`config.mk`:
```
export PLATFORM = sky130hd
export DESIGN_NAME = audio_frame_sequencer
export DESIGN_NICKNAME = d
export VERILOG_FILES = /design/src/rtl/audio_pkg.sv /design/src/rtl/audio_watchdog.sv /design/src/rtl/audio_frame_sequencer.sv
export SDC_FILE = /design/constraint.sdc
export NUM_CORES = 1
export LEC_CHECK = 0
export ABC_AREA = 1
export BUFFER_PORTS_ARGS = -buffer_cell sky130_fd_sc_hd__buf_2
export CAP_MARGIN = 10
export CORE_MARGIN = 5
export CORE_UTILIZATION = 43
export DETAILED_ROUTE_END_ITERATION = 10
export MAX_ROUTING_LAYER = met4
export PLACE_DENSITY = 0.6
export SYNTH_ARGS = -nofsm -noshare
export SYNTH_HDL_FRONTEND = slang
export SYNTH_HIERARCHICAL = 1
export SYNTH_SLANG_ARGS = --single-unit
```
`constraint.sdc`:
```
create_clock -name CLOCK_50 -period 2.36 [get_ports CLOCK_50]
set_clock_uncertainty 0.2 [all_clocks]
set_input_delay 0.118 -clock CLOCK_50 [delete_from_list [all_inputs] [get_ports CLOCK_50]]
set_output_delay 0.118 -clock CLOCK_50 [all_outputs]
set_load 0.05 [all_outputs]
```
`src/rtl/audio_pkg.sv`:
```
// Shared types and defaults for the audio frame sequencer slice.
package audio_pkg;

    localparam int AUDIO_W     = 32;
    localparam int ENG_TIMEOUT = 1023;

    typedef enum logic [2:0] {
        IDLE    = 3'd0,
        START_L = 3'd1,
        WAIT_L  = 3'd2,
        START_R = 3'd3,
        WAIT_R  = 3'd4,
        OUTPUT  = 3'd5
    } seq_state_t;

endpackage

```
`src/rtl/audio_watchdog.sv`:
```
// Engine watchdog: counts enabled cycles since the last clear and flags the
// TIMEOUT-th enabled cycle.
import audio_pkg::*;

module audio_watchdog #(
    parameter int TIMEOUT = ENG_TIMEOUT
) (
    input  logic clk,
    input  logic rst_n,
    input  logic clear,
    input  logic enable,
    output logic expired
);

    localparam int CW = (TIMEOUT < 2) ? 1 : $clog2(TIMEOUT + 1);

    logic [CW-1:0] count;

    // The first enabled cycle sees count 0, so the TIMEOUT-th sees TIMEOUT-1.
    assign expired = enable && (count == CW'(TIMEOUT - 1));

    always_ff @(posedge clk or negedge rst_n) begin
        if (!rst_n) begin
            count <= '0;
        end else if (clear) begin
            count <= '0;
        end else if (enable && !expired) begin
            count <= count + 1'b1;
        end
    end

endmodule

```
`src/rtl/audio_frame_sequencer.sv`:
```
// Frame sequencer: pops a stereo frame, runs L then R through a shared
// multi-cycle effect engine (or bypasses/mutes it), and pushes the result.
import audio_pkg::*;

module audio_frame_sequencer #(
    parameter int DATA_W  = AUDIO_W,
    parameter int TIMEOUT = ENG_TIMEOUT,
    parameter int CNT_W   = 16
) (
    input  logic                     CLOCK_50,
    input  logic                     RESET_N,
    input  logic                     mute,
    input  logic                     bypass,
    input  logic                     audio_in_available,
    input  logic                     audio_out_allowed,
    output logic                     read_audio_in,
    output logic                     write_audio_out,
    input  logic signed [DATA_W-1:0] audio_in_L,
    input  logic signed [DATA_W-1:0] audio_in_R,
    output logic signed [DATA_W-1:0] audio_out_L,
    output logic signed [DATA_W-1:0] audio_out_R,
    output logic                     eng_start,
    output logic                     eng_chan,
    output logic signed [DATA_W-1:0] eng_din,
    input  logic                     eng_done,
    input  logic signed [DATA_W-1:0] eng_dout,
    output logic [CNT_W-1:0]         frame_count,
    output logic                     timeout_err,
    output seq_state_t               state
);

    // Handshakes: read_audio_in pops a frame in the cycle it is high (IDLE
    // only, needs available && allowed); write_audio_out pushes in the cycle it
    // is high (OUTPUT only, follows allowed); eng_start is a single-cycle job
    // request and eng_done a single-cycle result strobe honoured only in WAIT_x.

    seq_state_t state_q, state_d;

    logic signed [DATA_W-1:0] in_l_q, in_r_q, res_l_q;
    logic                     mute_q, bypass_q;

    logic wd_clear, wd_enable, wd_expired;

    logic                     chan_finish;
    logic                     timeout_hit;
    logic signed [DATA_W-1:0] dry_sample;
    logic signed [DATA_W-1:0] chan_result;

    logic                     sel_mute, sel_bypass;
    logic signed [DATA_W-1:0] src_l, src_r;
    logic signed [DATA_W-1:0] out_l_d, out_r_d;
    logic                     load_out;

    assign state = state_q;

    audio_watchdog #(
        .TIMEOUT(TIMEOUT)
    ) u_watchdog (
        .clk     (CLOCK_50),
        .rst_n   (RESET_N),
        .clear   (wd_clear),
        .enable  (wd_enable),
        .expired (wd_expired)
    );

    always_ff @(posedge CLOCK_50 or negedge RESET_N) begin
        if (!RESET_N) begin
            state_q <= IDLE;
        end else begin
            state_q <= state_d;
        end
    end

    always_comb begin
        state_d         = state_q;
        read_audio_in   = 1'b0;
        write_audio_out = 1'b0;
        eng_start       = 1'b0;
        wd_clear        = 1'b0;
        wd_enable       = 1'b0;
        case (state_q)
            IDLE: begin
                read_audio_in = audio_in_available && audio_out_allowed;
                if (read_audio_in) begin
                    state_d = (mute || bypass) ? OUTPUT : START_L;
                end
            end
            START_L: begin
                eng_start = 1'b1;
                wd_clear  = 1'b1;
                state_d   = WAIT_L;
            end
            WAIT_L: begin
                wd_enable = 1'b1;
                if (eng_done || wd_expired) begin
                    state_d = START_R;
                end
            end
            START_R: begin
                eng_start = 1'b1;
                wd_clear  = 1'b1;
                state_d   = WAIT_R;
            end
            WAIT_R: begin
                wd_enable = 1'b1;
                if (eng_done || wd_expired) begin
                    state_d = OUTPUT;
                end
            end
            OUTPUT: begin
                write_audio_out = audio_out_allowed;
                if (audio_out_allowed) begin
                    state_d = IDLE;
                end
            end
            default: state_d = IDLE;
        endcase
    end

    // A done in the expiry cycle wins, so the dry sample is used only when
    // the watchdog fires alone.
    always_comb begin
        chan_finish = wd_enable && (eng_done || wd_expired);
        timeout_hit = wd_expired && !eng_done;
        dry_sample  = (state_q == WAIT_L) ? in_l_q : in_r_q;
        chan_result = eng_done ? eng_dout : dry_sample;
    end

    // Entering OUTPUT from IDLE uses the live inputs, as the frame registers
    // load on that same edge; from WAIT_R the R result is still combinational.
    always_comb begin
        sel_mute   = (state_q == IDLE) ? mute       : mute_q;
        sel_bypass = (state_q == IDLE) ? bypass     : bypass_q;
        src_l      = (state_q == IDLE) ? audio_in_L : in_l_q;
        src_r      = (state_q == IDLE) ? audio_in_R : in_r_q;
        load_out   = (state_d == OUTPUT) && (state_q != OUTPUT);
        if (sel_mute) begin
            out_l_d = '0;
            out_r_d = '0;
        end else if (sel_bypass) begin
            out_l_d = src_l;
            out_r_d = src_r;
        end else begin
            out_l_d = res_l_q;
            out_r_d = chan_result;
        end
    end

    always_ff @(posedge CLOCK_50 or negedge RESET_N) begin
        if (!RESET_N) begin
            in_l_q      <= '0;
            in_r_q      <= '0;
            mute_q      <= 1'b0;
            bypass_q    <= 1'b0;
            res_l_q     <= '0;
            eng_din     <= '0;
            eng_chan    <= 1'b0;
            audio_out_L <= '0;
            audio_out_R <= '0;
            frame_count <= '0;
            timeout_err <= 1'b0;
        end else begin
            if (read_audio_in) begin
                in_l_q   <= audio_in_L;
                in_r_q   <= audio_in_R;
                mute_q   <= mute;
                bypass_q <= bypass;
                if (!(mute || bypass)) begin
                    eng_din  <= audio_in_L;
                    eng_chan <= 1'b0;
                end
            end
            if (chan_finish && (state_q == WAIT_L)) begin
                res_l_q  <= chan_result;
                eng_din  <= in_r_q;
                eng_chan <= 1'b1;
            end
            if (timeout_hit) begin
                timeout_err <= 1'b1;
            end
            if (load_out) begin
                audio_out_L <= out_l_d;
                audio_out_R <= out_r_d;
            end
            if (write_audio_out) begin
                frame_count <= frame_count + 1'b1;
            end
        end
    end

endmodule
```
=== Word-level counts from Yosys, hierarchy flattened ===
Index checks and enable logic that the tools add are counted.

* Flip-flop bits (word level): 225
* Bits in latches: 0
* RAM bits: 0
* Memory bits (read-only): 0
* Input port bits: 103
* Word-level logic and storage cells: 69
* Memories kept: 0

* Add/sub/neg operators: 2
* Multipliers: 0
* Divide/modulo/power cells: 0
* Order comparisons: 0
* Equality and inequality tests: 9
* Shift operators: 0
* Multiplexer cells: 28
* Bitwise logic cells: 0
* Reduce and logical (&&, ||, !) cells: 17

{| class="wikitable"
|+ Operators with widths
! cell !! count
|-
| $mux 32 || 11
|-
| $mux 10 || 2
|-
| $pmux 3 s6 || 1
|-
| $add 16x1->16 const B || 1
|-
| $mux 3 || 5
|-
| $add 10x1->10 const B || 1
|-
| $eq 10x10->1 const B || 1
|-
| $eq 3x3->1 const B || 3
|-
| $mux 1 || 9
|-
| $logic_and 1x1->1 || 7
|-
| $eq 3x2->1 const B || 2
|-
| $reduce_bool 2->1 || 2
|-
| $reduce_or 2->1 || 2
|-
| $eq 3x1->1 const B || 1
|-
| $logic_not 3->1 || 1
|-
| $ne 3x3->1 const B || 1
|-
| $logic_not 1->1 || 2
|-
| $logic_or 1x1->1 || 2
|-
| $ne 2x1->1 const B || 1
|-
| $reduce_and 2->1 || 1
|}

=== Depth between registers and ports, before layout ===
* Word-level depth: 9
* Depth in mapped cells: 16
* Gate-level depth less buffers: 14

=== Cells and area by module ===
The synthesis kept the hierarchy.

{| class="wikitable"
|+ By module, submodules not included
! module !! times used !! cells each !! area each (sq um) !! sequential area each (sq um)
|-
| audio_frame_sequencer || 1 || 1,520 || 11,235.8 || 5,380.2
|-
| audio_watchdog || 1 || 87 || 663.1 || 250.2
|}

=== Worst setup path before layout ===
Ideal clock, no wire load.

* Kind: flip-flop to flip-flop
* From: register state_q[0], in the netlist state[0]
* To: register u_watchdog.count[9]
* Library setup time: 0.122 ns
* Data arrival time: 2.693 ns
* Path slack: -0.655 ns
* Stages on the path, launching flop included: 7
* Path through: dfrtp_1 -> inv_2 -> clkbuf_1 -> nor2_1 -> clkinv_1 -> nand4_1 -> nand2_1

* Elaborated cells between the ends (all ways): 13
* Classes of those cells: eq/ne (4); mux (3); reduce/logical (6)

{| class="wikitable"
|+ RTL lines
! what !! line !! text
|-
| from (decl) || audio_frame_sequencer.sv:37 || <nowiki>seq_state_t state_q, state_d;</nowiki>
|-
| from (signal assigned) || audio_frame_sequencer.sv:70 || <nowiki>state_q <= state_d;</nowiki>
|-
| $eq 3x2->1 / $eq 3x1->1 (equally long branches) || n/a ||
|-
| $reduce_or 2->1 (no line) (*) || n/a ||
|-
| $mux 1 (*) || n/a ||
|-
| net eng_start || audio_frame_sequencer.sv:22 || <nowiki>output logic eng_start,</nowiki>
|-
| $mux 10 / $reduce_bool 2->1 (equally long branches) || n/a ||
|-
| to (signal assigned) || audio_watchdog.sv:28 || <nowiki>count <= count + 1'b1;</nowiki>
|-
| to (decl) || audio_watchdog.sv:17 || <nowiki>logic [CW-1:0] count;</nowiki>
|}

Mark *: on every way through the listed nets, which the timed path passes. The rest lies on a longest branch.
A chain may end at the register's enable or synchronous reset.

=== Worst setup path in the final report ===
* From: register state_q[1], in the netlist state[1]
* To: output port read_audio_in

* Word-level cells in the longest chain between the ends: 2

{| class="wikitable"
|+ Ends and longest elaborated chain
! what !! line !! text
|-
| $logic_not 3->1 || audio_frame_sequencer.sv:81 || <nowiki>case (state_q)</nowiki>
|-
| $mux 1 || audio_frame_sequencer.sv:81 ||
|-
| to (decl) || audio_frame_sequencer.sv:16 || <nowiki>output logic read_audio_in,</nowiki>
|}

No other way between the ends.

==> results.md <==
* DRC at 0
* CTS tree: yes
* Full die area at ~31,000 sq um
* Clk root buf: clkbuf_16
* Final instance area at 15,700 sq um
* Total congestion overflow at 0
* Dpl cells at 2,133
* Max-slew violations at 0
* CTS sink count at between 200 and 250
* Initial antenna violation count at 0
* Crit Path Class: flop to output pin
* Most common cell in the netlist: nand2_1
* Internal at between 10,000 and 15,000 uW
* Worst EP required at approximately 2.0 ns
* Number of setup violations in the final report at 0
* Mean Syn Cell Area at 7.40 sq um
* Kind of start point of the critical path: flop
* Start of the worst register-to-register path: u_watchdog/count[0]
* Adder-Cell Fraction of Synth Area at 0.315%
* Die W at 176 um
* Largest family of logic cells by synthesized area: simple AND/OR/NAND/NOR gates
* Layout area overhead at 32.2%
* Final worst path period share at a little over nine tenths
* Worst hold slack at 0.146 ns
* Top-area cell type share of the netlist area at 47.3%
* Yosys reg bits at about 230
* H-tree levels at 1
* Total CTS buffers at 27
* Share of post-route cells with drive strength above 1 at between 20% and 30%
* Number of global-route vias before repair at about 11,000
* Seq pwr share at between 20 and 30%
* Placed Area at 13,500 sq um
* HP Class: input pin to flop
* Max-cap check violation count at 0
* Worst vdd rail ir drop at 0.845 mV
* GPL Wtd Cong at approximately 0.9
* Clk pwr share at 20.4%
* Min-Delay Startpoint: audio_in_R[23]
* Netlist cell types at 34
* Top post-synthesis cells by count: 584 x nand2_1, 225 x dfrtp_1, 194 x nand3_1
* Core Box Area at about 27,000 sq um
* Antenna-violating nets left at 0
* PortBufs at 222
* Min Clock Period, post-route at 2.28 ns
* Post-synthesis mux area share at 0%
* Avg WL per Cell at 17.7 um
* Floorplan row count at 60
* Flop2flop setup slack at 0.12 ns
* Worst r2r dst: audio_out_L[0]
* Nets@finish at roughly 2,000
* Combinational share of power at 51.0%
* NetSw at 11,300 uW
* Worst setup EP type: output pin
* Warnings from Yosys at 6
* Die Ht at 176 um
* Pleak at 0.00813 uW
* Sw frac at about half
* Status: complete, no violations
* Hold depth at 4
* Post-synthesis cell area at around 12,000 sq um
* Seq/Total Area, Yosys at between 40 and 50%
* Largest net degree at the start of global routing at 101
* First drt pass iteration count at 5
* Net Count, Synth at 1,713
* First-pass GRT wire length at 64,000 um
* Final wirelength at 40,600 um
* Inserted Diodes at 0
* Final non-filler cell total at approximately 2,300
* Fin. Hold Viols at 0
* Synth Area in Simple Gates at 34.0%
* R2R depth at 16
* Post-DR vias/cell at approximately 5.2
* Worst-path clk slew at about 0.060 ns
* Final HPWL DP at 27,500 um
* Post-synth EDFFs at 0
* Clk buf depth at 3
* Total track usage at 26.3%
* Complex-gate fraction of the synthesized area at 10.2%
* Fmax at roughly 440 MHz
* Hold endpoint: in_r_q[23]
* First DRT Iteration DRCs at 1,177
* # IOs at 223
* XOR/XNOR Fraction of Synth Area at 1.10%
* Initial core utilization at approximately 44%
* Max-slew headroom at between 60% and 70%
* Synth Flop Type: dfrtp_1
* Cell Pwr Density at ~1500 nW/um^2
* Clock Latency Late Sink at 0.54 ns
* CP arrival at 1.96 ns
* Largest cells by area after synthesis: dfrtp_1 47%, nand2_1 18%, nand3_1 8.2%
* Via Count at 11,955
* Fillers at roughly 2,600
* Largest area contributor in the netlist: dfrtp_1
* Syn Inst Count at 1,607
* Ys async rst share at 100%
* Max FO, Critical Path at 33
* Worst-Margin Slew at just over 0.5 ns
==> placed cells by master, fill, tap and decap left out, types with 2 or more instances in the layout <==
cell,synthesis,routed
xor2_1,11,11
clkbuf_1,56,2
a31oi_1,32,32
buf_12,0,17
o21ai_1,10,9
nand4_1,40,40
clkinvlp_4,0,2
a21oi_1,62,62
o21ai_0,120,120
clkbuf_16,0,30
clkinv_4,0,2
buf_2,38,219
nand2_1,584,582
dfrtp_1,225,222
buf_4,2,28
nor2_2,1,2
dfrtp_2,0,3
inv_1,88,88
clkinv_2,0,4
nor2_1,60,58
dlygate4sd3_1,0,103
or2_2,34,34
ha_1,3,3
nand2_4,1,2
inv_2,5,5
bufinv_16,0,6
nand3_1,194,193
xnor2_1,4,4
nor2_4,5,6
o21ai_4,1,2
buf_8,0,2
nand3_2,2,3
nor3_1,3,3
clkbuf_8,0,6
nand2_2,6,7
inv_6,0,2
==> sequential cells by signal, indices dropped and copies added (netlist names), 3 cells and up <==
name,count
state,3
in_l_q,32
frame_count,16
in_r_q,32
eng_din,32
audio_out_R,32
res_l_q,32
u_watchdog/count,10
audio_out_L,32
==> critical path, stage by stage (launching register included) <==
cell	delay, ns
dfrtp_2	0.47
nor2_4	0.13
buf_4	0.15
nand2_4	0.09
nor2_8	0.13
buf_12	0.20
buf_4	0.23
==> power groups by stage <==
stage	registers, uW	clock network (uW)	logic (uW)
3_5_place_dp	6570	0	11200
3_3_place_gp	6550	0	11100
4_1_cts	6520	4770	11400
6_report	6550	4670	11700
2_1_floorplan	8840	0	5450
5_1_grt	6730	4900	12700
==> logic make-up (layout without fill, tap and decap cells) <==
family | count (synthesis) | after routing
buffers and inverters | 203 | 519
AO/OA/AOI/OAI | 228 | 228
XOR/XNOR | 15 | 15
adder cells (fa/ha/maj) | 3 | 3
flip-flops | 225 | 225
AND/OR/NAND/NOR | 933 | 933
==> through the flow <==
| step | util (%) | total power, uW | TNS (ns) | setup slack [ns] |
|---|---|---|---|---|
| global placement | 49.9 | 17700 | 0 | 0.173 |
| CTS | 57.4 | 22700 | 0 | 0.0314 |
| detailed placement | 49.9 | 17800 | 0 | 0.119 |
| finish | 58.0 | 22900 | 0 | 0.0839 |
| floorplan | - | 14300 | 0 | 0.00458 |
| global route | 58.0 | 24400 | -0.909 | -0.0446 |
==> worst max path at each step <==
stage	slack [ns]	start	cells past startpoint	to
4_1_cts	0.03	state[1]	6	read_audio_in
6_report	0.08	state[1]	6	read_audio_in
2_1_floorplan	0.005	state[2]	13	audio_out_L[29]
5_1_grt	-0.04	u_watchdog/count[0]	16	audio_out_R[11]
3_5_place_dp	0.12	u_watchdog/count[0]	15	audio_out_R[20]
3_3_place_gp	0.17	u_watchdog/count[0]	15	audio_out_R[25]
==> what timing repair did <==
item / in CTS / in global routing
cloned: 0 / 4
setup endpoints to repair: 1 / 76
hold buffers: 103 / 0
setup buffers: 0 / 5
endpoints found under the hold margin: 414 / 0
pin swaps: 0 / 3
gates resized for setup: 3 / 6
==> cell type report <==
cell class	instances	area [sq um]	area share, %
tap	372	465	2.96
timing repair buffer	374	2800	17.8
multi-input combinational	1179	5460	34.7
clock inverter	15	245	1.56
inverter	95	358	2.28
sequential	225	5630	35.8
clock buffer	35	766	4.87
==> layer usage <==
layer  track usage, %  vias to the layer above  part of all wire, %
li1                 -                     5816                    -
met1             42.8                     5542                   49
met2             34.2                      549                   41
met3             3.40                       48                  8.1
met4             5.83                        0                  2.0
met5                -                        -                    0
Note: power is estimated with default switching activity, not from simulation.
